File: src/rtl/stacker_pkg.sv
// Shared encodings for the Stacker session controller: gamestate codes,
// FSM states and the default divider width.
package stacker_pkg;

  localparam int DIV_W = 24;

  localparam logic [1:0] GS_IDLE = 2'b00;
  localparam logic [1:0] GS_PLAY = 2'b01;
  localparam logic [1:0] GS_OVER = 2'b10;

  typedef enum logic [1:0] {
    ST_IDLE,
    ST_ARM,
    ST_PLAY,
    ST_OVER
  } state_t;

endpackage

File: src/rtl/btn_sync_edge.sv
// Synchronises one raw (already debounced) button into clk and emits a
// one-cycle pulse on its rising edge.
module btn_sync_edge #(
  parameter int SYNC_STG = 2
) (
  input  logic clk,
  input  logic rst,
  input  logic btn,
  output logic pulse
);

  logic [SYNC_STG-1:0] sync_q;
  logic                prev_q;

  // NOTE: registers update with <= so every flop samples pre-edge values,
  // which is what makes the shift chain a chain rather than one wire.
  always_ff @(posedge clk or posedge rst) begin
    if (rst) begin
      sync_q <= '0;
      prev_q <= 1'b0;
    end else begin
      sync_q <= {sync_q[SYNC_STG-2:0], btn};
      prev_q <= sync_q[SYNC_STG-1];
    end
  end

  assign pulse = sync_q[SYNC_STG-1] & ~prev_q;

endmodule

File: src/rtl/stacker_session_ctrl.sv
// Stacker session sequencer: FSM, level-dependent game tick, place strobe latch.
// Optional macro TICK_SPEEDUP_EN shortens the tick period as game_level rises.
module stacker_session_ctrl #(
  parameter int               DIV_W    = stacker_pkg::DIV_W,
  parameter logic [DIV_W-1:0] BASE_DIV = DIV_W'(5_000_000),
  parameter logic [DIV_W-1:0] MIN_DIV  = DIV_W'(500_000),
  parameter int               ARM_CYC  = 4,
  parameter int               SYNC_STG = 2
) (
  input  logic       clk,
  input  logic       rst,
  input  logic       btn_start,
  input  logic       btn_place,
  input  logic       game_eog,
  input  logic [2:0] game_level,
  output logic [1:0] gamestate,
  output logic       game_tick,
  output logic       game_rst_n,
  output logic [2:0] buttons,
  output logic [7:0] session_cnt
);

  import stacker_pkg::*;

  localparam int ARM_W = (ARM_CYC > 1) ? $clog2(ARM_CYC) : 1;

  state_t           state;
  logic             start_p;
  logic             place_p;
  logic             place_pend;
  logic [ARM_W-1:0] arm_cnt;
  logic [DIV_W-1:0] div_cnt;
  logic [DIV_W-1:0] period_q;
  logic [DIV_W-1:0] period_next;
  logic             div_wrap;

  btn_sync_edge #(.SYNC_STG(SYNC_STG)) u_start_sync (
    .clk   (clk),
    .rst   (rst),
    .btn   (btn_start),
    .pulse (start_p)
  );

  btn_sync_edge #(.SYNC_STG(SYNC_STG)) u_place_sync (
    .clk   (clk),
    .rst   (rst),
    .btn   (btn_place),
    .pulse (place_p)
  );

`ifdef TICK_SPEEDUP_EN
  logic [DIV_W-1:0] shifted;

  // NOTE: every always_comb output gets a value on every path, so no latch.
  always_comb begin
    shifted     = BASE_DIV >> game_level;
    period_next = (shifted < MIN_DIV) ? MIN_DIV : shifted;
  end
`else
  logic unused_level;
  assign unused_level = ^{game_level, MIN_DIV};
  assign period_next  = BASE_DIV;
`endif

  // period_q is only reloaded at a wrap, so a level change mid-tick waits.
  assign div_wrap = (div_cnt == period_q - DIV_W'(1));
  assign buttons  = {2'b00, place_pend};

  always_ff @(posedge clk or posedge rst) begin
    if (rst) begin
      state       <= ST_IDLE;
      gamestate   <= GS_IDLE;
      game_tick   <= 1'b0;
      game_rst_n  <= 1'b0;
      place_pend  <= 1'b0;
      session_cnt <= 8'd0;
      arm_cnt     <= '0;
      div_cnt     <= '0;
      period_q    <= BASE_DIV;
    end else begin
      game_tick <= 1'b0;
      case (state)
        ST_IDLE: begin
          if (start_p) begin
            state   <= ST_ARM;
            arm_cnt <= '0;
          end
        end
        ST_ARM: begin
          div_cnt  <= '0;
          period_q <= period_next;
          if (arm_cnt == ARM_W'(ARM_CYC - 1)) begin
            state      <= ST_PLAY;
            gamestate  <= GS_PLAY;
            game_rst_n <= 1'b1;
          end else begin
            arm_cnt <= arm_cnt + ARM_W'(1);
          end
        end
        ST_PLAY: begin
          if (div_wrap) begin
            div_cnt   <= '0;
            period_q  <= period_next;
            game_tick <= 1'b1;
          end else begin
            div_cnt <= div_cnt + DIV_W'(1);
          end
          // The engine samples place_pend during the tick cycle; a new press
          // landing in that same cycle must survive for the next tick.
          if (place_p) begin
            place_pend <= 1'b1;
          end else if (game_tick) begin
            place_pend <= 1'b0;
          end
          if (game_eog) begin
            state       <= ST_OVER;
            gamestate   <= GS_OVER;
            place_pend  <= 1'b0;
            session_cnt <= session_cnt + 8'd1;
          end
        end
        ST_OVER: begin
          if (start_p) begin
            state      <= ST_ARM;
            gamestate  <= GS_IDLE;
            game_rst_n <= 1'b0;
            arm_cnt    <= '0;
          end
        end
        default: state <= ST_IDLE;
      endcase
    end
  end

endmodule
File: config.mk
export PLATFORM = sky130hd
export DESIGN_NAME = stacker_session_ctrl
export DESIGN_NICKNAME = d
export VERILOG_FILES = /design/src/rtl/stacker_pkg.sv /design/src/rtl/btn_sync_edge.sv /design/src/rtl/stacker_session_ctrl.sv
export SDC_FILE = /design/constraint.sdc
export NUM_CORES = 1
export LEC_CHECK = 0
export CAP_MARGIN = 10
export CORE_UTILIZATION = 55
export DETAILED_ROUTE_END_ITERATION = 10
export GPL_ROUTABILITY_DRIVEN = 0
export PLACE_DENSITY = 0.85
export RECOVER_POWER = 25
export SLEW_MARGIN = 20
export SYNTH_ARGS = -nofsm -noshare
export SYNTH_HDL_FRONTEND = slang
export SYNTH_SLANG_ARGS = --single-unit
export TNS_END_PERCENT = 10
File: constraint.sdc
create_clock -name clk -period 2.25 [get_ports clk]
set_input_delay 0.45 -clock clk [delete_from_list [all_inputs] [get_ports clk]]
set_output_delay 0.45 -clock clk [all_outputs]
set_load 0.02 [all_outputs]
; Word level (Yosys, flattened, before mapping)
; Cells that the tools add are included.
[word_totals]
input_bits = 8
reg_bits = 71
out_inout_bits = 15
elab_cells = 68
[classes]
n_addsub = 4
n_reduce_logical = 14
bitwise = 4
n_mux = 22
eq_ne = 11
[ops]
columns = operator, n
row1 = $pmux W24 S2, 2
row2 = $mux W24, 2
row3 = $add A24 B1 Y24 const B, 1
row4 = $eq A24 B24 Y1, 1
row5 = $sub A24 B1 Y24 const B, 1
row6 = $mux W2, 7
row7 = $pmux W2 S3, 2
row8 = $ne A2 B2 Y1 const B, 5
row9 = $reduce_and A3 Y1, 3
row10 = $add A8 B1 Y8 const B, 1
row11 = $mux W1, 7
row12 = $eq A2 B2 Y1 const B, 3
row13 = $reduce_and A2 Y1, 3
row14 = $reduce_bool A2 Y1, 3
row15 = $reduce_bool A3 Y1, 2
row16 = $pmux W2 S2, 1
row17 = $reduce_and A4 Y1, 1
row18 = $add A2 B1 Y2 const B, 1
row19 = $and A1 B1 Y1, 2
row20 = $eq A2 B1 Y1 const B, 1
row21 = $logic_not A2 Y1, 1
row22 = $ne A2 B1 Y1 const B, 1
row23 = $not A1 Y1, 2
row24 = $pmux W1 S2, 1
row25 = $reduce_or A2 Y1, 1

; Logic depth before layout (Yosys ltp)
; Gate-level depths: netlist of the first run.
[depth]
ltp_word = 4
ltp_mapped = 8
depth_no_buf = 7

; Cells and area by module
; A second synthesis of the first run with hierarchy kept.
[unflattened]
hier_cells = 254
area_unflattened_um2 = 2498.6
[modules_own_cells]
columns = mod, cells_each, n_inst, seq_area_each_um2, area_per_inst_um2
row1 = stacker_session_ctrl, 244, 1, 1026.0, 2313.5
row2 = btn_sync_edge, 5, 2, 75.1, 92.6

; Worst setup path before layout of the first run
; Ideal clock, no wire load.
[synth_path]
kind = register to register
startpoint = register div_cnt[0]
endpoint = register div_cnt[14]
required_time_ns = 2.168
slack_ns = 0.507
arrival_time_ns = 1.661
n_path_buf = 0
path_stages_with_launch = 7
setup_ns = 0.082
period_less_slack_ns = 1.743
cell_sequence = dfrtp_1 -> ha_1 -> nand2_1 -> nor3_4 -> nand4_2 -> or3_1 -> a22oi_2
[synth_via]
elab_chain_len = 3
[synth_lines]
columns = item, line_no
row1 = "start, declared", stacker_session_ctrl.sv:32  ; logic [DIV_W-1:0] div_cnt;
row2 = "start signal, assigned", stacker_session_ctrl.sv:106  ; div_cnt <= div_cnt + DIV_W'(1);
row3 = $add A24 B1 Y24 / $eq A24 B24 Y1 (equally long branches), "stacker_session_ctrl.sv:106, stacker_session_ctrl.sv:66"
row4 = $mux W24 *, stacker_session_ctrl.sv:101  ; if (div_wrap) begin
row5 = $pmux W24 S2 *, stacker_session_ctrl.sv:82  ; case (state)
; Mark *: on every way between the ends. The rest lies on a longest branch, timed or not.
; A chain may end at the register's enable or synchronous reset.

; Final worst setup path of the first run
[layout_path]
startpoint = register state[0]
endpoint = register session_cnt[7]
[layout_via]
elab_chain_len = 2
[layout_lines]
columns = item, line_no
row1 = "start, declared", stacker_session_ctrl.sv:27  ; state_t state;
row2 = "start signal, assigned", stacker_session_ctrl.sv:71  ; state <= ST_IDLE;
row3 = "start signal, assigned", stacker_session_ctrl.sv:85  ; state <= ST_ARM;
row4 = "start signal, assigned", stacker_session_ctrl.sv:93  ; state <= ST_PLAY;
row5 = $eq A2 B2 Y1, stacker_session_ctrl.sv:82
row6 = $reduce_and A2 Y1 (no line), n/a
row7 = "end signal, assigned", stacker_session_ctrl.sv:119  ; session_cnt <= session_cnt + 8'd1;
row8 = "end, declared", stacker_session_ctrl.sv:20  ; output logic [7:0] session_cnt
; Every way passes these cells.

==> results of run 1 <==
cell usage in the layout, fill, tap and decap left out, drive strengths merged, types with 4 or more instances in the layout:
cell and n:
clkbuf 7, nor2 8, nor3 5, nand4 9, a21oi 12, dfrtp 47, nand2b 4, inv 19
a31oi 6, ha 9, nand2 15, mux2 5, xnor2 6, clkdlybuf4s50 14, o21ai 8, buf 6
o22ai 12, o31ai 4, nor2b 8, nand3 19
state kept, by name, summed over array words and instances (netlist names):
signal,cells
game_rst_n,1
arm_cnt,2
gamestate,2
place_pend,1
u_place_sync.sync_q,2
u_start_sync.sync_q,2
game_tick,1
u_start_sync.prev_q,1
session_cnt,8
div_cnt,24
state,2
u_place_sync.prev_q,1
power by group through the flow:
stage | Clock, mW | Sequential (mW) | Combinational [mW]
finish | 0.728 | 1.11 | 1.25
global route | 0.763 | 1.13 | 1.38
CTS | 0.734 | 1.11 | 1.26
detailed placement | 0 | 1.13 | 1.25
global placement | 0 | 1.12 | 1.22
floorplan | 0 | 1.19 | 0.812
worst paths after layout:
path                                     endpoint  cells past startpoint  slack, ns
min reg2reg                u_start_sync.sync_q[1]                      0       0.34
min in group asynchronous          session_cnt[4]                      3       0.94
max reg2reg                        session_cnt[7]                      7       0.32
max in group asynchronous              div_cnt[3]                      3       0.61
min                        u_start_sync.sync_q[1]                      0       0.34
max                                session_cnt[7]                      7       0.32
worst max-delay path, stage by stage, from the launching register on:
cell	delay (ns)
dfrtp_1	0.43
inv_1	0.12
ha_1	0.35
nand2_1	0.16
or2_2	0.34
nor2_1	0.17
nand3_1	0.11
xnor2_1	0.13
final cells by class:
cell class | count | area, µm²
multi-input cells | 167 | 1150
flip-flops and latches | 47 | 1180
clock buffers | 6 | 72.6
well taps | 50 | 62.6
inverters | 20 | 75.1
repair buffers | 24 | 220
fillers | 337 | 1330
clock inverters | 2 | 60.1
metal layers:
layer	GRT usage	routed length, µm	up-vias
met5	0	0	-
met4	0.0995	80	0
met3	0.0395	152	8
met2	0.357	2030	32
met1	0.273	2130	884
li1	-	-	913
per-stage QoR:
stage / worst slack (ns) / cells
5_1_grt: 0.137 / 316
6_report: 0.323 / 316
4_1_cts: 0.300 / 316
3_5_place_dp: 0.266 / 308
3_3_place_gp: 0.268 / 308
2_1_floorplan: 0.507 / 244
logic make-up (layout without fill, tap and decap cells):
group                      Yosys count  after routing  synth area share
other                                1              2           0.00153
and+or+nand+nor                     84             84             0.206
adders and majority gates            9              9            0.0459
muxes                                7              7            0.0311
DFF                                 47             47             0.479
AOI/OAI and AO/OA                   56             56             0.151
buffers and inverters               30             52            0.0530
xor gates and xnor gates             9              9            0.0321
==> impl_metrics.env, run 1 <==
export IMPL_power_frac_clock=0.236
export IMPL_final_core_util=0.680
export IMPL_post_cts_buffers=0
export IMPL_switching_share=0.363
export IMPL_setup_violations=0
export IMPL_hp_class="reg2reg"
export IMPL_rows=23
export IMPL_status="completed"
export IMPL_drc=0
export IMPL_fin_worst_skew_ns=0.00653
export IMPL_drv_slew=0
export IMPL_htreeDepth=2
export IMPL_clock_sinks=47
export IMPL_synth_top_area_cell="dfrtp_1"
export IMPL_synthToLayoutAreaGrowth_pct=14.8
export IMPL_worstPathRequired_ns=2.45
export IMPL_drtIter0Drc=103
export IMPL_timing_fmax_ghz=0.519
export IMPL_start_kind="register"
export IMPL_synth_top_area_frac=0.479
export IMPL_hpwl_um=3080
export IMPL_pwr_share_comb=0.404
export IMPL_p_leak_nw=1.19
export IMPL_syn_inst=243
export IMPL_setup_worst_path_end_class="register"
export IMPL_start_util=0.592
export IMPL_antenna_found_initial=0
export IMPL_via_per_inst=5.81
export IMPL_netlist_top_cells_area="dfrtp_1, ha_1, nand3_1"
export IMPL_synthArstFlopShare=1.00
export IMPL_drv_cap=0
export IMPL_tightest_slew_ns=1.13
export IMPL_grt_pass1_wl_um=7380
export IMPL_io_buffers=17
export IMPL_grt_max_degree=48
export IMPL_stdcell_area_mm2=0.00282
export IMPL_ys_types=48
export IMPL_synth_area_mm2=0.00245
export IMPL_ys_seq_elements=47
export IMPL_period_share=0.856
export IMPL_yosysSeqAreaShare=0.479
export IMPL_core_mm2=0.00414
export IMPL_placed_cell_area_mm2=0.00270
export IMPL_antennaDiodeCount=0
export IMPL_grt_overflow=0
export IMPL_worstSkewPairLatency_ns=0.30
export IMPL_postSynthAreaPerCell_um2=10.1
export IMPL_seqPwrFrac=0.360
export IMPL_die_width_um=68.8
export IMPL_hp_start="u_start_sync.sync_q[0]"
export IMPL_synth_edf_count=0
export IMPL_internal_power_mw=1.96
export IMPL_cts_root_buf="clkbuf_8"
export IMPL_io_pins=23
export IMPL_r2r_start="state[0]"
export IMPL_die_area_mm2=0.00473
export IMPL_dieHeight_um=68.8
export IMPL_first_pass_iters=4
export IMPL_clockBufferDepth=2
export IMPL_period_needed_ns=1.93
export IMPL_startpoint="state[0]"
export IMPL_finalSetupTns_ns=0
export IMPL_worst_path_max_fanout=10
export IMPL_grt_pass1_vias=1660
export IMPL_fin_hold_ws_ns=0.344
export IMPL_cts_repair_resized=0
export IMPL_cts_tree="yes"
export IMPL_synth_most_common_cell="dfrtp_1"
export IMPL_clk_pin_slew_ns=0.09
export IMPL_wl_um=4400
export IMPL_finalHoldViolations=0
export IMPL_ant_nets=0
export IMPL_p_switching_mw=1.12
export IMPL_globalRouteTotalUtil=0.215
export IMPL_synth_flop_cell="dfrtp_1"
export IMPL_drive_gt1_frac=0.109
export IMPL_cts_hold_buf=0
export IMPL_numCtsBuffers=5
export IMPL_wl_per_cell_um=13.9
export IMPL_num_vias=1837
export IMPL_worst_ep_arrival_time_ns=2.12
export IMPL_peakVddDrop_mv=0.588
export IMPL_relSlewSlack=0.246
export IMPL_rsz0062_at_grt="no"
export IMPL_ys_warn_count=0
export IMPL_p_total_mw=3.08
export IMPL_power_density_mw_per_mm2=1090
export IMPL_yosys_top_cells_count="dfrtp_1, inv_1, nand3_1"
export IMPL_path_class="reg2reg"
export IMPL_final_net_count=282
Power figures use the tool's default switching activity.
==> run 2: changes to the inputs <==
GPL_ROUTABILITY_DRIVEN = unset   (was 0)
==> results of run 2 <==
Final layout, timing and power as in run 1 (identical DEF).
==> run 3: changes to the inputs <==
CTS_CLUSTER_DIAMETER = 200   (was unset)
==> results of run 3 <==
Final layout, timing and power as in run 1 (identical DEF).
